File: src/rtl/adder_slice_sequencer.sv
// adder_slice_sequencer: adds operand pairs from two round-robin requesters
// using a single 5-bit slice adder. The slice adder is reused over SLICES
// cycles per operation, with the carry rippling through a carry register.
// Optional feature macro: ADDER_SLICE_SEQUENCER_SUB_EN adds the req0_sub and
// req1_sub inputs. With sub=1 the block computes a - b as a + ~b + 1.
module adder_slice_sequencer #(
  parameter  int SLICES = 4,
  localparam int W      = 5 * SLICES
) (
  input  logic         clk,
  input  logic         rst_n,
  input  logic         req0_valid,
  output logic         req0_ready,
  input  logic [W-1:0] req0_a,
  input  logic [W-1:0] req0_b,
  input  logic         req1_valid,
  output logic         req1_ready,
  input  logic [W-1:0] req1_a,
  input  logic [W-1:0] req1_b,
`ifdef ADDER_SLICE_SEQUENCER_SUB_EN
  input  logic         req0_sub,
  input  logic         req1_sub,
`endif
  output logic         rsp_valid,
  input  logic         rsp_ready,
  output logic [W-1:0] rsp_sum,
  output logic         rsp_cout,
  output logic         rsp_id,
  output logic         busy
);

  // The slice counter is at least one bit wide, even when SLICES is 1.
  localparam int CW = (SLICES > 1) ? $clog2(SLICES) : 1;
  localparam logic [CW-1:0] LAST_SLICE = CW'(SLICES - 1);

  typedef enum logic [1:0] {
    IDLE = 2'd0,
    CALC = 2'd1,
    DONE = 2'd2
  } state_t;

  state_t        state_q, state_d;
  logic [CW-1:0] cnt_q, cnt_d;
  logic          carry_q, carry_d;
  logic [W-1:0]  a_q, a_d;
  logic [W-1:0]  b_q, b_d;
  logic [W-1:0]  sum_q, sum_d;
  logic          id_q, id_d;
  logic          sub_q, sub_d;
  // last_q is 1 when req1 was accepted last. That gives req0 the next contention.
  logic          last_q, last_d;

  logic          idle;
  logic          calc;
  logic          any_valid;
  logic          grant1;
  logic          sub_sel;

  logic [4:0]    a_sl [SLICES];
  logic [4:0]    b_sl [SLICES];
  logic [4:0]    a_cur;
  logic [4:0]    b_cur;
  logic [5:0]    slice_res;

  assign idle      = (state_q == IDLE);
  assign calc      = (state_q == CALC);
  assign any_valid = req0_valid | req1_valid;

  // Round-robin arbitration. A lone requester always wins. When both are
  // valid, the requester that was not accepted last wins.
  assign grant1 = (req0_valid & req1_valid) ? ~last_q : req1_valid;

  assign req0_ready = idle & req0_valid & ~grant1;
  assign req1_ready = idle & req1_valid &  grant1;

`ifdef ADDER_SLICE_SEQUENCER_SUB_EN
  assign sub_sel = grant1 ? req1_sub : req0_sub;
`else
  assign sub_sel = 1'b0;
`endif

  // Split the registered operands into 5-bit slices. Merge the slice result
  // into the sum slice that the counter selects. All other sum slices keep
  // their values.
  for (genvar gi = 0; gi < SLICES; gi++) begin : g_slice
    assign a_sl[gi] = a_q[5*gi +: 5];
    assign b_sl[gi] = b_q[5*gi +: 5];
    assign sum_d[5*gi +: 5] = (calc && (cnt_q == CW'(gi))) ? slice_res[4:0]
                                                            : sum_q[5*gi +: 5];
  end

  // This is the only adder in the block. It computes one 5-bit slice plus the
  // carry register. For a subtraction, b is inverted one slice at a time.
  assign a_cur     = a_sl[cnt_q];
  assign b_cur     = b_sl[cnt_q] ^ {5{sub_q}};
  assign slice_res = {1'b0, a_cur} + {1'b0, b_cur} + {5'b0, carry_q};

  // Next-state logic for the sequencer, with operand capture on a handshake.
  always_comb begin
    state_d = state_q;
    cnt_d   = cnt_q;
    carry_d = carry_q;
    a_d     = a_q;
    b_d     = b_q;
    id_d    = id_q;
    sub_d   = sub_q;
    last_d  = last_q;
    case (state_q)
      IDLE: begin
        if (any_valid) begin
          state_d = CALC;
          a_d     = grant1 ? req1_a : req0_a;
          b_d     = grant1 ? req1_b : req0_b;
          id_d    = grant1;
          sub_d   = sub_sel;
          // The carry-in is 0 for an add and 1 for a subtract, which completes
          // the two's complement of b.
          carry_d = sub_sel;
          cnt_d   = '0;
          last_d  = grant1;
        end
      end
      CALC: begin
        carry_d = slice_res[5];
        if (cnt_q == LAST_SLICE) begin
          state_d = DONE;
        end else begin
          cnt_d = cnt_q + CW'(1);
        end
      end
      DONE: begin
        if (rsp_ready) begin
          state_d = IDLE;
        end
      end
      default: begin
        state_d = IDLE;
      end
    endcase
  end

  // State, datapath and arbitration registers, with asynchronous clear.
  always_ff @(posedge clk or negedge rst_n) begin
    if (!rst_n) begin
      state_q <= IDLE;
      cnt_q   <= '0;
      carry_q <= 1'b0;
      a_q     <= '0;
      b_q     <= '0;
      sum_q   <= '0;
      id_q    <= 1'b0;
      sub_q   <= 1'b0;
      last_q  <= 1'b1;
    end else begin
      state_q <= state_d;
      cnt_q   <= cnt_d;
      carry_q <= carry_d;
      a_q     <= a_d;
      b_q     <= b_d;
      sum_q   <= sum_d;
      id_q    <= id_d;
      sub_q   <= sub_d;
      last_q  <= last_d;
    end
  end

  // The response outputs come straight from registers. They cannot change in
  // DONE until the consumer takes the result.
  assign rsp_valid = (state_q == DONE);
  assign rsp_sum   = sum_q;
  assign rsp_cout  = carry_q;
  assign rsp_id    = id_q;
  assign busy      = ~idle;

endmodule

File: config.mk
export PLATFORM = sky130hd
export DESIGN_NAME = adder_slice_sequencer
export DESIGN_NICKNAME = d
export VERILOG_FILES = /design/src/rtl/adder_slice_sequencer.sv
export SDC_FILE = /design/constraint.sdc
export NUM_CORES = 1
export LEC_CHECK = 0
export CAP_MARGIN = 40
export CORE_ASPECT_RATIO = 1.25
export CORE_UTILIZATION = 36
export CTS_CLUSTER_DIAMETER = 80
export DETAILED_ROUTE_END_ITERATION = 12
export GPL_TIMING_DRIVEN = 0
export SLEW_MARGIN = 20
export SYNTH_ARGS = -nofsm -noshare
export SYNTH_HDL_FRONTEND = slang
export SYNTH_SLANG_ARGS = --single-unit
File: constraint.sdc
create_clock -name clk -period 6.44 [get_ports clk]
set_clock_uncertainty 0.15 [all_clocks]
set_input_delay 1.61 -clock clk [delete_from_list [all_inputs] [get_ports clk]]
set_output_delay 1.61 -clock clk [all_outputs]
set_load 0.01 [all_outputs]
==> impl_metrics.yaml, run 1 <==
synth:
  synth_cell_types: 36
  syn_area_per_cell_um2: 14.3
  synth_ff_type: "dfrtp_1"
  synth_top_cell_by_area: "dfrtp_1"
  synthArstFlopShare: 1.00
  synth.area.top_cells: "dfrtp_1, mux2_2, mux4_2"
  syn_nets: 345
  synth-seq-area-share: 0.470
  syn_inst: 250
  yosysWarningCount: 0
  synth_edf_count: 0
  yosysTopAreaCellShare: 0.462
  synth_area_mm2: 0.00357
  synth_seq_cells: 67
pwr:
  power_density_mw_per_mm2: 509
  leakage_nw: 2.13
  peakVddDrop_v: 0.000261
  power_mw: 2.62
clock_tree:
  cts_setup_buffers: 0
  cts-htree-levels: 3
  clk_latency_ns: 0.32
  hold_buffers: 0
  cts_tree: "done"
  clk_pin_slew_ns: 0.05
  cts_made_buffers: 9
  cts-root-buf: "clkbuf_16"
  post_cts_resized: 0
  cts_sinks: 67
  cts_buffer_depth: 2
timing:
  slew_violations: 0
  finalHoldViolations: 0
  post-route-period-util: 0.798
  period_needed_ns: 5.14
  setup-tns-final_ns: 0
  slew-limit-headroom: 0.557
  worstMarginPinSlew_ns: 0.665
  clock.fmax_mhz: 195
  finalSetupViolCount: 0
  rsz0062_at_grt: "false"
  fin_hold_ws_ns: 0.330
global_routing:
  grt_max_degree: 41
  grt_pass1_vias: 2480
  grt_overflow_total: 0
  antenna_found_initial: 0
  grt_pass1_wl_um: 13000
  track_usage: 0.168
min_path:
  min_path_type: "reg -> reg"
  whs_path_depth: 2
run_status:
  status: "finished clean"
setup_path:
  cp_common_cell: "clkdlybuf4s50_1"
  worstSetupEndpointType: "primary output"
  cp_cell_sequence: "clkdlybuf4s50_1 -> a21boi_4 -> buf_6 -> and2_1 -> clkdlybuf4s50_1"
  reg2regPathDepth: 7
  slowest_delay_ns: 0.53
  critPathRequiredTime_ns: 4.68
  critical_path_class: "in -> out"
  slowest_stage: "clkdlybuf4s50_1"
  worstPathMaxFanout: 10
  crit_arrival_ns: 3.38
  startpoint_type: "input pin"
routing:
  via_per_inst: 4.87
  drtIter0Drc: 68
  num_vias: 2449
  post-route-drc-count: 0
  wl_per_cell_um: 15.5
  wl_um: 7790
  firstDrtPassIters: 4
  ant_nets: 0
layout:
  final_net_count: 467
  post_route_cells_drive_above_1_share: 0.342
  antenna_cells: 0
  final_common_cell: "clkdlybuf4s50_1"
  most-common-layout-cells: "clkdlybuf4s50_1, mux2_2, dfrtp_1"
  syn2layout_area_growth_pct: 44.0
floorplan:
  num_io_pins: 111
  die_w_um: 91.1
  dieArea_mm2: 0.0103
  die_h_um: 113
  core_area_mm2: 0.00961
  start_util: 0.372
  rows: 40
place:
  routabilityCongestion: 0.762
  portBuffers: 110
  hpwl_um: 6050
job:
  drv_cap: 0
[kinds of logic (layout without fill, tap and decap cells)]
logic type	after synthesis	count (layout)	share of synthesized area
flip-flops	67	67	0.470
XOR/XNOR	1	1	0.00245
multiplexers	99	99	0.355
AO/OA/AOI/OAI	27	27	0.0529
AND/OR/NAND/NOR	30	30	0.0462
adder cells (fa/ha/maj)	10	10	0.0392
buffers and inverters	16	143	0.0350
[sequential cells by signal (all words and copies together) (netlist names)]
| name | cells |
|---|---|
| state_q | 2 |
| last_q | 1 |
| rsp_id | 1 |
| cnt_q | 2 |
| rsp_cout | 1 |
| b_q | 20 |
| a_q | 20 |
| rsp_sum | 20 |
[Yosys cell counts (2+ instances only)]
library cell	count
nand3b_1	4
and3_1	2
dfrtp_1	66
o31ai_1	8
a21o_1	2
o21a_1	2
nor2_4	2
nand2_1	13
mux2_1	2
mux2_4	11
o21ai_0	8
buf_6	8
nor3_1	2
ha_1	8
inv_1	4
fa_1	2
nor2_1	2
mux2_2	75
mux4_2	10
nand2b_1	3
[stage by stage]
step	setup WS, ns	util	area [um^2]	std cells
6_report	1.30	0.535	5140	503
5_1_grt	1.24	0.535	5140	503
4_1_cts	1.27	0.535	5140	503
3_5_place_dp	1.27	0.505	4850	487
3_3_place_gp	1.29	0.503	4830	486
2_1_floorplan	2.45	-	3570	250
[worst max-delay path: cells and delay by family]
kind / cells / cell delay, ns
AOI/OAI and AO/OA: 1 / 0.34
buffers and inverters: 3 / 1.27
and+or+nand+nor: 1 / 0.15
[power by group]
group	internal, mW	switching [mW]	leakage, nW
Sequential	0.647	0.116	0.795
Combinational	0.755	0.623	1.19
Clock	0.308	0.171	0.145
Total	1.71	0.910	2.13
[final timing paths]
path	from	endpoint	slack, ns
worst max-delay path	req1_valid	req1_ready	1.30
worst min-delay path	rsp_sum[2]	rsp_sum[2]	0.33
worst max register to register	cnt_q[0]	rsp_sum[14]	3.08
worst min register to register	rsp_sum[2]	rsp_sum[2]	0.33
max in group asynchronous	rst_n	b_q[13]	4.55
min in group asynchronous	rst_n	rsp_sum[15]	1.05
[layer usage]
| metal | vias up | global-route usage | share of wire |
|---|---|---|---|
| met5 | - | 0 | 0 |
| met4 | 0 | 0.0508 | 0.013 |
| met3 | 8 | 0.0447 | 0.040 |
| met2 | 72 | 0.282 | 0.52 |
| met1 | 1203 | 0.213 | 0.43 |
| li1 | 1166 | - | - |
[cell type report]
class                           instances  area (um^2)
Clock inverter                          5         52.6
Clock buffer                           11          243
Multi-Input combinational cell        167         1770
Fill cell                             858         4460
Timing Repair Buffer                  111         1120
Buffer                                 11          106
Tap cell                              126          158
Sequential cell                        67         1680
Inverter                                5         18.8
Note: power is estimated with default switching activity, not from simulation.
==> inputs of run 2 (changes only) <==
- PLACE_DENSITY: unset -> 0.67
- clock period: 6.44 -> 4.5 ns (I/O delays scaled with it)
==> run 2 against run 1 <==
Effect of this change: setup slack got worse by 1.0 ns; global-route usage barely moved; combinational power up 42%; count of clock-buffer cells in the layout grew 3; clock power up 32%; non-clock buffer count stayed put; first-iteration DRC count is 19% lower; critical path depth stayed put; sequential power up 44%.
==> impl_metrics.yaml, run 2 (synthesis gave the netlist of run 1 again) <==
layout:
  fill_cells: 850
  syn2layout_area_growth_pct: 43.6
  post_route_cells_drive_above_1_share: 0.337
  final_net_count: 467
  final_common_cell: "clkdlybuf4s50_1"
  final_util: 0.534
  fin_area_mm2: 0.00513
  multi_input_area_mm2: 0.00177
  register_area_mm2: 0.00168
  antenna_cells: 0
  most-common-layout-cells: "clkdlybuf4s50_1, mux2_2, dfrtp_1"
place:
  portBuffers: 110
  dpl_worst_slack_ns: 0.236
  placed_cell_area_mm2: 0.00486
  hpwl_um: 6150
  routabilityCongestion: 0.758
global_routing:
  grt_max_degree: 58
  track_usage: 0.168
  grt_pass1_vias: 2650
  grt_overflow_total: 0
  antenna_found_initial: 0
  grt_pass1_wl_um: 13200
setup_path:
  critical_path_class: "in -> out"
  cp_cell_sequence: "clkdlybuf4s50_1 -> a21boi_4 -> buf_6 -> and2_1 -> clkdlybuf4s50_1"
  slowest_stage: "clkdlybuf4s50_1"
  crit_arrival_ns: 2.95
  critPathRequiredTime_ns: 3.22
  worstSetupEndpointType: "primary output"
  worstPathMaxFanout: 10
  startpoint_type: "input pin"
  cp_common_cell: "clkdlybuf4s50_1"
  slowest_delay_ns: 0.53
floorplan:
  die_h_um: 113
  start_util: 0.372
  die_w_um: 91.1
  num_io_pins: 111
  core_area_mm2: 0.00961
  rows: 40
  dieArea_mm2: 0.0103
routing:
  wl_per_cell_um: 15.7
  post-route-drc-count: 0
  firstDrtPassIters: 5
  drtIter0Drc: 55
  ant_nets: 0
  wl_um: 7890
  via_per_inst: 4.88
  num_vias: 2454
pwr:
  peakVddDrop_v: 0.000303
  power_density_mw_per_mm2: 720
  leakage_nw: 2.13
min_path:
  min_path_type: "reg -> reg"
clock_tree:
  cts_sinks: 67
  cts-root-buf: "clkbuf_16"
  clk_latency_ns: 0.32
  cts_tree: "done"
  hold_buffers: 0
  cts_made_buffers: 9
  clk_pin_slew_ns: 0.05
  cts_setup_buffers: 0
  cts-htree-levels: 3
  cts_buffer_depth: 2
  post_cts_resized: 0
timing:
  finalHoldViolations: 0
  fin_hold_ws_ns: 0.325
  period_needed_ns: 4.23
  clock.fmax_mhz: 236
  slew-limit-headroom: 0.531
  setup_slack_ns: 0.270
  slew_violations: 0
  finalSetupViolCount: 0
  worstMarginPinSlew_ns: 0.704
  post-route-period-util: 0.940
  rsz0062_at_grt: "false"
run_status:
  status: "finished clean"
job:
  drv_cap: 0
[run 2: worst max-delay path, delay by kind of cell]
family	cells	cell delay, ns
buffers and inverters	3	1.27
and+or+nand+nor	1	0.16
AOI/OAI and AO/OA	1	0.39
[run 2: final cells by class]
type	instances	area share
Inverter	5	0.00366
Timing Repair Buffer	111	0.219
Clock buffer	14	0.0515
Buffer	11	0.0207
Tap cell	126	0.0307
Sequential cell	67	0.327
Clock inverter	2	0.00195
Multi-Input combinational cell	167	0.345
[run 2: path summary, 6_finish.rpt]
| check | depth (start not counted) | slack (ns) | startpoint | end |
|---|---|---|---|---|
| max in group asynchronous | 2 | 3.14 | rst_n | last_q |
| worst min register to register | 2 | 0.32 | rsp_sum[18] | rsp_sum[18] |
| worst min-delay path | 2 | 0.32 | rsp_sum[18] | rsp_sum[18] |
| worst max-delay path | 5 | 0.27 | req1_valid | req1_ready |
| min in group asynchronous | 1 | 0.49 | rst_n | rsp_sum[11] |
| worst max register to register | 7 | 1.09 | cnt_q[0] | rsp_sum[14] |
[run 2: power breakdown]
group          switching, mW  total (mW)  internal [mW]
logic                  0.885        1.96           1.08
registers              0.172        1.10          0.927
clock network          0.231       0.632          0.401
[run 2: routing by layer]
layer,wire length [um],global-route usage,vias up
li1,-,-,1174
met1,3250,0.199,1203
met2,4250,0.302,67
met3,278,0.0320,10
met4,122,0.0624,0
met5,0,0,-
[run 2: through the flow]
stage	setup TNS, ns	power [mW]	cells
after floorplan	0	2.43	250
final	0	3.70	503
after global routing	0	3.98	503
after CTS	0	3.74	503
after global placement	-1.29	3.03	486
after detailed placement	0	3.09	487
